File: src/rtl/mul8_arb.sv
// Shares one fixed-latency 8x8 fractional multiplier among NREQ requesters and routes each result back to its owner.
// MUL8_ARB_RR_EN defined: round-robin grants from a rotating pointer; undefined: fixed lowest-index priority.
module mul8_arb #(
  parameter int NREQ    = 4,
  parameter int MUL_LAT = 1
) (
  input  logic              clk,
  input  logic              rst_n,
  input  logic [NREQ-1:0]   req_valid_i,
  input  logic [8*NREQ-1:0] req_a_i,
  input  logic [8*NREQ-1:0] req_b_i,
  output logic [NREQ-1:0]   req_ready_o,
  output logic [7:0]        mul_a_o,
  output logic [7:0]        mul_b_o,
  output logic              mul_vld_o,
  input  logic [7:0]        mul_p_i,
  output logic [NREQ-1:0]   resp_valid_o,
  output logic [7:0]        resp_p_o,
  output logic              busy_o
);
  localparam int PW = (NREQ > 1) ? $clog2(NREQ) : 1;

  logic            any_grant;
  logic [PW-1:0]   gidx;
  logic [NREQ-1:0] grant;
  logic [7:0]      ga;
  logic [7:0]      gb;
  logic [NREQ-1:0] tag_q [MUL_LAT+1];

`ifdef MUL8_ARB_RR_EN
  logic [PW-1:0] ptr;
  logic [PW:0]   scan;

  // Scan upward from ptr, wrapping modulo NREQ; first valid requester wins.
  always_comb begin
    any_grant = 1'b0;
    gidx      = '0;
    scan      = '0;
    for (int i = 0; i < NREQ; i++) begin
      scan = (PW+1)'(ptr) + (PW+1)'(i);
      if (scan >= (PW+1)'(NREQ)) scan = scan - (PW+1)'(NREQ);
      if (!any_grant && req_valid_i[scan[PW-1:0]]) begin
        any_grant = 1'b1;
        gidx      = scan[PW-1:0];
      end
    end
  end

  always_ff @(posedge clk or negedge rst_n) begin
    if (!rst_n) begin
      ptr <= '0;
    end else if (any_grant) begin
      ptr <= (gidx == PW'(NREQ-1)) ? '0 : gidx + 1'b1;
    end
  end
`else
  // Downward scan leaves the lowest valid index as the winner.
  always_comb begin
    any_grant = 1'b0;
    gidx      = '0;
    for (int i = NREQ-1; i >= 0; i--) begin
      if (req_valid_i[i]) begin
        any_grant = 1'b1;
        gidx      = PW'(i);
      end
    end
  end
`endif

  always_comb begin
    grant = '0;
    ga    = '0;
    gb    = '0;
    for (int k = 0; k < NREQ; k++) begin
      if (any_grant && gidx == PW'(k)) begin
        grant[k] = 1'b1;
        ga       = req_a_i[8*k +: 8];
        gb       = req_b_i[8*k +: 8];
      end
    end
  end

  assign req_ready_o = rst_n ? grant : '0;

  always_ff @(posedge clk or negedge rst_n) begin
    if (!rst_n) begin
      mul_a_o   <= '0;
      mul_b_o   <= '0;
      mul_vld_o <= 1'b0;
    end else if (any_grant) begin
      mul_a_o   <= ga;
      mul_b_o   <= gb;
      mul_vld_o <= 1'b1;
    end else begin
      mul_vld_o <= 1'b0;
    end
  end

  // Owner tags ride alongside the multiplier; an all-zero tag marks an empty slot.
  always_ff @(posedge clk or negedge rst_n) begin
    if (!rst_n) begin
      for (int s = 0; s <= MUL_LAT; s++) tag_q[s] <= '0;
    end else begin
      tag_q[0] <= grant;
      for (int s = 1; s <= MUL_LAT; s++) tag_q[s] <= tag_q[s-1];
    end
  end

  always_ff @(posedge clk or negedge rst_n) begin
    if (!rst_n) begin
      resp_valid_o <= '0;
      resp_p_o     <= '0;
    end else if (|tag_q[MUL_LAT]) begin
      resp_valid_o <= tag_q[MUL_LAT];
      resp_p_o     <= mul_p_i;
    end else begin
      resp_valid_o <= '0;
    end
  end

  always_comb begin
    busy_o = |resp_valid_o;
    for (int s = 0; s <= MUL_LAT; s++) busy_o = busy_o | (|tag_q[s]);
  end

endmodule

File: config.mk
export PLATFORM = sky130hd
export DESIGN_NAME = mul8_arb
export DESIGN_NICKNAME = d
export VERILOG_FILES = /design/src/rtl/mul8_arb.sv
export SDC_FILE = /design/constraint.sdc
export NUM_CORES = 1
export LEC_CHECK = 0
export CAP_MARGIN = 20
export CORE_MARGIN = 2
export CORE_UTILIZATION = 37
export DETAILED_ROUTE_END_ITERATION = 7
export PLACE_DENSITY_LB_ADDON = 0.25
export SLEW_MARGIN = 20
export SYNTH_ARGS = -nofsm -noshare
export SYNTH_HDL_FRONTEND = slang
export SYNTH_SLANG_ARGS = --single-unit
File: constraint.sdc
create_clock -name clk -period 2.6 [get_ports clk]
set_clock_uncertainty 0.1 [all_clocks]
set_input_delay 0.78 -clock clk [delete_from_list [all_inputs] [get_ports clk]]
set_output_delay 0.78 -clock clk [all_outputs]
set_load 0.03 [all_outputs]
### Word-level counts from Yosys, hierarchy flattened

Cells that the tools add are included.

* muxes and demuxes: 23
* bitwise operators: 2
* eq/ne operators: 3
* reduce and logical (&&, ||, !) cells: 8

Operators by type and width (count)
* $mux W8: 8
* $reduce_or A4 Y1: 3
* $mux W1: 9
* $mux W2: 4
* $mux W4: 2
* $eq A2 B2 Y1 const B: 2
* $logic_and A1 B1 Y1: 4
* $eq A2 B1 Y1 const B: 1
* $logic_not A2 Y1: 1
* $or A1 B1 Y1: 2

* register bits: 37
* input port bits: 78
* output and inout port bits: 34

### Longest topological paths before layout

Gate-level depths: netlist of the first run.

* depth in word-level cells: 10
* depth in mapped cells: 5
* mapped depth without buffers: 3

### Least setup slack after synthesis of the first run

No wires, ideal clock.

* path type: input to output
* start: in req_valid_i[1]
* end: out req_ready_o[3]
* setup slack: -351 ps
* stages on the path: 4
* path buffers: 2
* arrival: 2071 ps
* cells stage by stage: or3_1 -> buf_2 -> buf_6 -> nor3_1

* word-level cells in the longest chain between the ends: 6

Ends and longest elaborated chain
* start: declaration: RTL line 9 `input logic [NREQ-1:0] req_valid_i,`
* $mux W2 (2 in a row): RTL line 62 `if (req_valid_i[i]) begin`
* $eq A2 B2 Y1: RTL line 75 `if (any_grant && gidx == PW'(k)) begin`
* $logic_and A1 B1 Y1 (*): RTL line 75
* $mux W1 (*): RTL line 75
* $mux W4 (*): RTL line 83 `assign req_ready_o = rst_n ? grant : '0;`
* end: declaration: RTL line 12 `output logic [NREQ-1:0] req_ready_o,`

Mark *: on every way between the ends. The rest lies on a longest branch, timed or not.

### Worst setup path in the final report of the first run

* start: in req_valid_i[3]
* end: out req_ready_o[3]

* word-level cells in the longest chain between the ends: 8

Ends and longest elaborated chain (RTL line)
* $mux W2 (4 in a row): 62
* $eq A2 B2 Y1: 75
* $logic_and A1 B1 Y1 (*): 75
* $mux W1 (*): 75
* $mux W4 (*): 83

Marks and branches as above.

==> results of run 1 <==
==> synth_stat cells, types with 2 or more instances <==
cell type / count
nand2b_1: 4
nor4_1: 2
o311ai_0: 2
nor2_1: 5
or3_1: 2
o22ai_1: 11
inv_1: 18
a221oi_1: 5
nor3_1: 3
a211oi_2: 7
mux2_2: 11
nand2_1: 3
a2bb2oi_1: 3
dfrtp_1: 37
buf_2: 7
a211oi_1: 4
a21oi_1: 2
a311oi_1: 11
clkbuf_1: 8
and2_1: 12
==> per-stage QoR <==
| step | setup TNS, ps | total power, mW |
|---|---|---|
| final | 0 | 1.685 |
| after global routing | 0 | 1.756 |
| after CTS | 0 | 1.702 |
| after detailed placement | -472.5 | 1.100 |
| after global placement | -393.0 | 1.093 |
| after floorplan | 0 | 0.8503 |
==> final cells by class <==
class | instances | area (µm²)
timing repair buffer | 123 | 1187
inverter | 18 | 67.56
multi-input combinational | 91 | 729.5
tap | 54 | 67.56
clock buffer | 5 | 68.82
clock inverter | 3 | 68.82
sequential | 37 | 925.9
fill | 403 | 1577
==> power by group through the flow <==
stage / Combinational, mW / Clock [mW] / Sequential (mW)
2_1_floorplan: 0.111 / 0 / 0.739
3_3_place_gp: 0.436 / 0 / 0.657
3_5_place_dp: 0.440 / 0 / 0.660
4_1_cts: 0.442 / 0.612 / 0.649
5_1_grt: 0.469 / 0.634 / 0.653
6_report: 0.437 / 0.600 / 0.648
==> per-layer routing <==
metal,vias to the layer above,part of all wire,track usage
li1,819,-,-
met1,805,0.37,0.2210
met2,63,0.55,0.3804
met3,8,0.062,0.06722
met4,0,0.018,0.06869
met5,-,0,0
==> registers in the layout, indices dropped and copies added, names as in the netlist <==
register and count:
tag_q 8, resp_valid_o 4, mul_vld_o 1, mul_b_o 8
mul_a_o 8, resp_p_o 8
==> layout by cell type, fill, tap and decap left out, drive strengths merged, types with 3 or more instances in the layout <==
| master | instances |
|---|---|
| a211oi | 11 |
| a221oi | 5 |
| a2bb2oi | 3 |
| a311oi | 11 |
| and2 | 12 |
| buf | 17 |
| clkbuf | 5 |
| clkdlybuf4s50 | 102 |
| dfrtp | 37 |
| inv | 19 |
| mux2 | 11 |
| nand2 | 3 |
| nand2b | 4 |
| nor2 | 5 |
| nor3 | 3 |
| nor4 | 3 |
| o22ai | 11 |
==> worst max-delay path: cells and delay by family <==
kind                   cells  cell delay [ps]
buffers and inverters      3              710
and+or+nand+nor            1              170
==> worst paths after layout <==
| check | to | cells after the start | start | slack [ps] |
|---|---|---|---|---|
| min in group clk | tag_q[2] | 0 | tag_q[6] | 280 |
| max in group asynchronous | resp_p_o[4] | 2 | rst_n | 1590 |
| worst max-delay path | req_ready_o[3] | 4 | req_valid_i[3] | 50 |
| worst min-delay path | mul_b_o[5] | 1 | rst_n | 180 |
| worst max register to register | resp_p_o[6] | 3 | tag_q[0] | 1110 |
| worst min register to register | tag_q[2] | 0 | tag_q[6] | 280 |
==> logic make-up after synthesis <==
logic type,synth area share
flip-flops,0.5193
AND/OR/NAND/NOR,0.1172
multiplexers,0.06947
AO/OA/AOI/OAI,0.2133
buffers and inverters,0.08070
==> timing repair <==
item | in CTS | in global routing
buffers inserted | 0 | 0
pin swaps | 2 | 1
gates cloned | 0 | 0
endpoints found under the setup margin | 5 | 1
resized for setup | 8 | 1
==> results by group, run 1 <==
Run status
  • Status: complete, no violations

Floorplan
  • Core area: roughly 0.0047 mm²
  • Die Wd: 73.42 µm
  • Die area: around 0.0054 mm²
  • IO Count: ~110
  • Initial Util: 0.3800
  • Chip Height: between 70 and 80 µm
  • Std-Cell Rows: 25

Logic synthesis
  • Synth async-reset ratio: 1.000
  • Largest area contributor in the netlist: dfrtp_1
  • Sequential fraction of the synthesis area: 0.5193
  • Post-Syn Nets: 240
  • Top cells by area, synth: dfrtp_1 52%, mux2_2 6.9%, a311oi_1 5.4%, a211oi_2 4.9%, and2_1 4.2%
  • Synth top area share: 0.5193
  • Cells after Synth: 162
  • EDFF count, synth: 0
  • Number of synthesized register bits: 37
  • Ys Warns: 0
  • Most common flop cell mapped by yosys: dfrtp_1
  • Netlist cell types: 25
  • Mapped Avg Cell Area: about 11 µm²
  • Synthesized cell area: 0.001783 mm²

Placement
  • Placed Area: just under 0.003 mm²
  • PortBufs: 111
  • Pre-CTS setup slack: -214.6 ps
  • GPL Wtd Cong: ~0.77
  • Placed cells: 323
  • Detail Placement HPWL: 3.972 mm

Timing
  • Max Slew Vio Count: 0
  • Worst-Margin Slew: roughly 470 ps
  • Highest clock rate: 392.1 MHz
  • WHS: around 180 ps
  • Crit share post-route: 0.9810
  • Final Hold Fails: 0
  • Final setup violation count: 0
  • Minimum clock period: between 2000 and 3000 ps
  • Worst slew margin: 0.6848
  • RSZ-0062 raised after global routing: no
  • Final WS setup: about 49 ps

Setup path
  • Arr. time, crit path: ~1700 ps
  • Critical Path Max Stage Delay: roughly 500 ps
  • Crit-path slowest cell: clkdlybuf4s50_1
  • Startpoint type of the worst setup path: primary input
  • Critical path capture point type: output port
  • Critical path class: primary input to output port
  • Crit path required time: between 1500 and 2000 ps
  • CP cell instances: clkdlybuf4s50_1 > inv_2 > nor3_4 > buf_6
  • Critical Path Fanout Max: 2

Drt
  • Drt wl/cell: between 15 and 20 µm
  • Final ANT Viol Nets: 0
  • Post-Route WL: about 5.1 mm
  • Remaining DRCs: 0
  • Vias/cell: ~5
  • Pre-antenna DRT Iters: 4
  • 1st-iter DRT viols: 67
  • Vias: between 1.5k and 2k

CTS
  • Clock insertion delay at the later pin of the skew report: 290 ps
  • Clock slew at reported path FFs: 80 ps
  • TritonCTS buffer count: 5
  • Hold-fix buffer count after cts: 0
  • CTS tree: yes
  • Root Buffer: clkbuf_8
  • Max clock buf depth: 2
  • Sinks on Clock Net: 37
  • Htree depth: 2

Global routing
  • Initial antenna violation count: 0
  • Grt ovf: 0
  • Tot GR Track Use: 0.2065
  • Largest net degree at the start of global routing: 36
  • Vias in the first global route: 1822
  • First-pass GRT wire length: 8.397 mm

Finish
  • Diode count: 0
  • Final Cell Area: ~0.0031 mm²
  • Share of cells above drive strength 1: 0.1697
  • Fin util: 0.6640
  • Area Growth Syn to Fin: 74.74%
  • Final net count: between 300 and 400
  • Final std cells w/o fill: about 330

Pwr
  • Max rail drop VDD: approximately 270 µV
  • Clock network power share: 0.356
  • Switching pwr: 443.0 µW
  • Internal power: 1.242 mW
  • Leakage power: between 1 and 1.5 nW
  • PD cells: 540.8 mW/mm²
  • Sw Share: 0.2630
  • Comb power frac: 0.259
  • Power share of the sequential group: 0.385

Min path
  • Worst hold path class: primary input to async pin

Job
  • Maxcap violations: 0
(Power assumes the default switching activity.)
==> run 2: changes to the inputs <==
ABC_AREA = 1   (was default)
CAP_MARGIN = default   (was 20)
CORE_UTILIZATION = 38   (was 37)
==> run 2 against run 1 <==
  * Sequential power barely moved
  * Largest power group unchanged
  * Sequential share of layout area down 1.7 points
  * Design area is 6.2% higher
  * Synthesized cell count up 46%
  * Critical path depth is 2 higher
  * Via count is 18% higher
  * Register-to-register slack gained 230 ps
  * Worst setup slack gained 57 ps
  * Critical path type unchanged
  * Hold slack better by 61 ps
==> results by group, run 2 <==
Run status
  • Status: complete, no violations

Logic synthesis
  • Top cells by count, synth: 64 x nand3_1, 55 x nand2_1, 37 x dfrtp_1
  • Mapped Avg Cell Area: 8.368 µm²
  • Cells after Synth: ~240
  • Synthesized cell area: approximately 0.0020 mm²
  • Most common flop cell mapped by yosys: dfrtp_1
  • Top cells by area, synth: dfrtp_1 47%, nand3_1 16%, nand2_1 10%, nand4_1 5.0%, nand3_2 4.5%
  • Post-Syn Nets: roughly 320
  • Ys Warns: 0
  • Synth async-reset ratio: 1.000
  • Synth top area share: 0.4669
  • Most common cell in the netlist: nand3_1
  • Number of synthesized register bits: 37
  • Netlist cell types: 18
  • EDFF count, synth: 0
  • Sequential fraction of the synthesis area: 0.4669
  • Largest area contributor in the netlist: dfrtp_1

Timing
  • RSZ-0062 raised after global routing: no
  • Highest clock rate: approximately 400 MHz
  • Max Slew Vio Count: 0
  • Final setup violation count: 0
  • Worst slew margin: 0.7338
  • Minimum clock period: 2494 ps
  • Final Hold Fails: 0
  • Crit share post-route: 0.9590
  • Final WS setup: 106.5 ps
  • Worst-Margin Slew: 398.4 ps

CTS
  • Clock slew at reported path FFs: roughly 70 ps
  • Sinks on Clock Net: 37
  • CTS tree: yes
  • Clock insertion delay at the later pin of the skew report: 290 ps
  • Max clock buf depth: 2
  • Root Buffer: clkbuf_8
  • Hold-fix buffer count after cts: 0
  • TritonCTS buffer count: 5
  • Htree depth: 2

Floorplan
  • Core area: between 0.005 and 0.006 mm²
  • Initial Util: 0.3908
  • IO Count: roughly 110
  • Die area: 0.005813 mm²
  • Die Wd: 76.24 µm
  • Chip Height: 76.24 µm
  • Std-Cell Rows: 26

Setup path
  • Crit path required time: between 1500 and 2000 ps
  • Worst R2R End: resp_p_o[7]
  • Critical Path Max Stage Delay: roughly 240 ps
  • Startpoint type of the worst setup path: primary input
  • Critical path class: primary input to output port
  • Crit-path slowest cell: dlygate4sd2_1
  • CP cell instances: dlygate4sd2_1 > buf_6 > nor2_8 > nand2_2 > nor2_2 > buf_6
  • Arr. time, crit path: about 1600 ps
  • Critical path capture point type: output port
  • Worst R2R Start: tag_q[3]
  • Most used cell, CP: buf_6
  • Crit. Startpoint: req_valid_i[0]
  • R2r setup slk: between 1000 and 1500 ps
  • CP Capture Point: req_ready_o[3]
  • Worst r2r path cells: 5
  • Critical Path Fanout Max: 4

Drt
  • Post-Route WL: about 5.4 mm
  • Drt wl/cell: 12.82 µm
  • Vias/cell: 4.704
  • Remaining DRCs: 0
  • Final ANT Viol Nets: 0
  • Pre-antenna DRT Iters: 4
  • Vias: around 2k
  • 1st-iter DRT viols: 74

Finish
  • Diode count: 0
  • Commonest non-fill, non-tap cells in the layout: 101 x clkdlybuf4s50_1, 64 x nand3_1, 54 x nand2_1
  • Share of cells above drive strength 1: 0.1493
  • Fin util: 0.6521
  • Commonest non-fill, non-tap cell in the layout: clkdlybuf4s50_1
  • Area Growth Syn to Fin: 66.88%
  • Final net count: between 400 and 500

Pwr
  • Leakage power: 1.485 nW
  • Max rail drop VDD: 274.8 µV
  • PD cells: just over 500 mW/mm²

Global routing
  • Initial antenna violation count: 0
  • First-pass GRT wire length: 9.045 mm
  • Grt ovf: 0
  • Largest net degree at the start of global routing: 34
  • Grt peak-use layer: met2
  • Tot GR Track Use: 0.1948
  • Vias in the first global route: ~1.9k
  • M1 GR Usage: 0.2521
  • GR Util met2: 0.3027
  • M3 GR Usage: 0.06635

Placement
  • PortBufs: between 100 and 150
  • Pre-CTS setup slack: -93.84 ps
  • GPL Wtd Cong: between 0.8 and 0.9
  • Detail Placement HPWL: 4.164 mm

Job
  • Maxcap violations: 0

Min path
  • Worst hold path class: primary input to async pin
run 2: metrics by stage:
stage / total power [mW] / area, µm² / setup TNS [ps] / instances / hold WS, ps
2_1_floorplan: 0.8695 / 1983 / 0 / 237 / 254.3
3_3_place_gp: 1.109 / 3132 / -172.5 / 414 / 256.5
3_5_place_dp: 1.115 / 3132 / -190.8 / 414 / 261.2
4_1_cts: 1.715 / 3307 / 0 / 425 / 234.8
5_1_grt: 1.786 / 3309 / 0 / 425 / 231.0
6_report: 1.696 / 3309 / 0 / 425 / 243.6
run 2: how the worst min path moves through the flow:
| stage | end | from | depth (start not counted) | slack [ps] |
|---|---|---|---|---|
| after global placement | tag_q[1] | tag_q[5] | 0 | 260 |
| after global routing | mul_a_o[3] | rst_n | 1 | 230 |
| after detailed placement | tag_q[2] | tag_q[6] | 0 | 260 |
| final | mul_a_o[0] | rst_n | 1 | 240 |
| after CTS | mul_a_o[7] | rst_n | 1 | 230 |
| after floorplan | tag_q[1] | tag_q[5] | 0 | 250 |
run 2: layout make-up:
cell class | count | area, µm²
sequential | 37 | 925.9
inverter | 23 | 88.84
multi-input combinational | 158 | 825.8
tap | 70 | 87.58
fill | 449 | 1765
clock inverter | 3 | 68.82
timing repair buffer | 129 | 1244
clock buffer | 5 | 68.82
run 2: layer usage:
| metal | part of all wire | vias to the layer above |
|---|---|---|
| met5 | 0 | - |
| met4 | 0.026 | 0 |
| li1 | - | 1013 |
| met2 | 0.45 | 92 |
| met1 | 0.45 | 884 |
| met3 | 0.076 | 10 |
run 2: kinds of logic after synthesis:
group	count (synthesis)	synth area share
buffers and inverters	42	0.1192
DFF	37	0.4669
and+or+nand+nor	158	0.4139
run 2: repair_timing:
item | 4_1_cts | 5_1_grt
gates resized for setup | 10 | 1
hold endpoints to repair | 0 | 0
setup buffers | 3 | 0
endpoints found under the setup margin | 3 | 1
pin swaps | 3 | 0
run 2: power breakdown:
part,leakage (nW),switching (mW),internal [mW]
clock,0.0687,0.206,0.386
sequential,0.453,0.0263,0.621
combinational,0.963,0.231,0.226
run 2: critical path, delay by kind of cell:
kind	cells	cell delay, ps
buffers and inverters	3	520
AND/OR/NAND/NOR	3	310
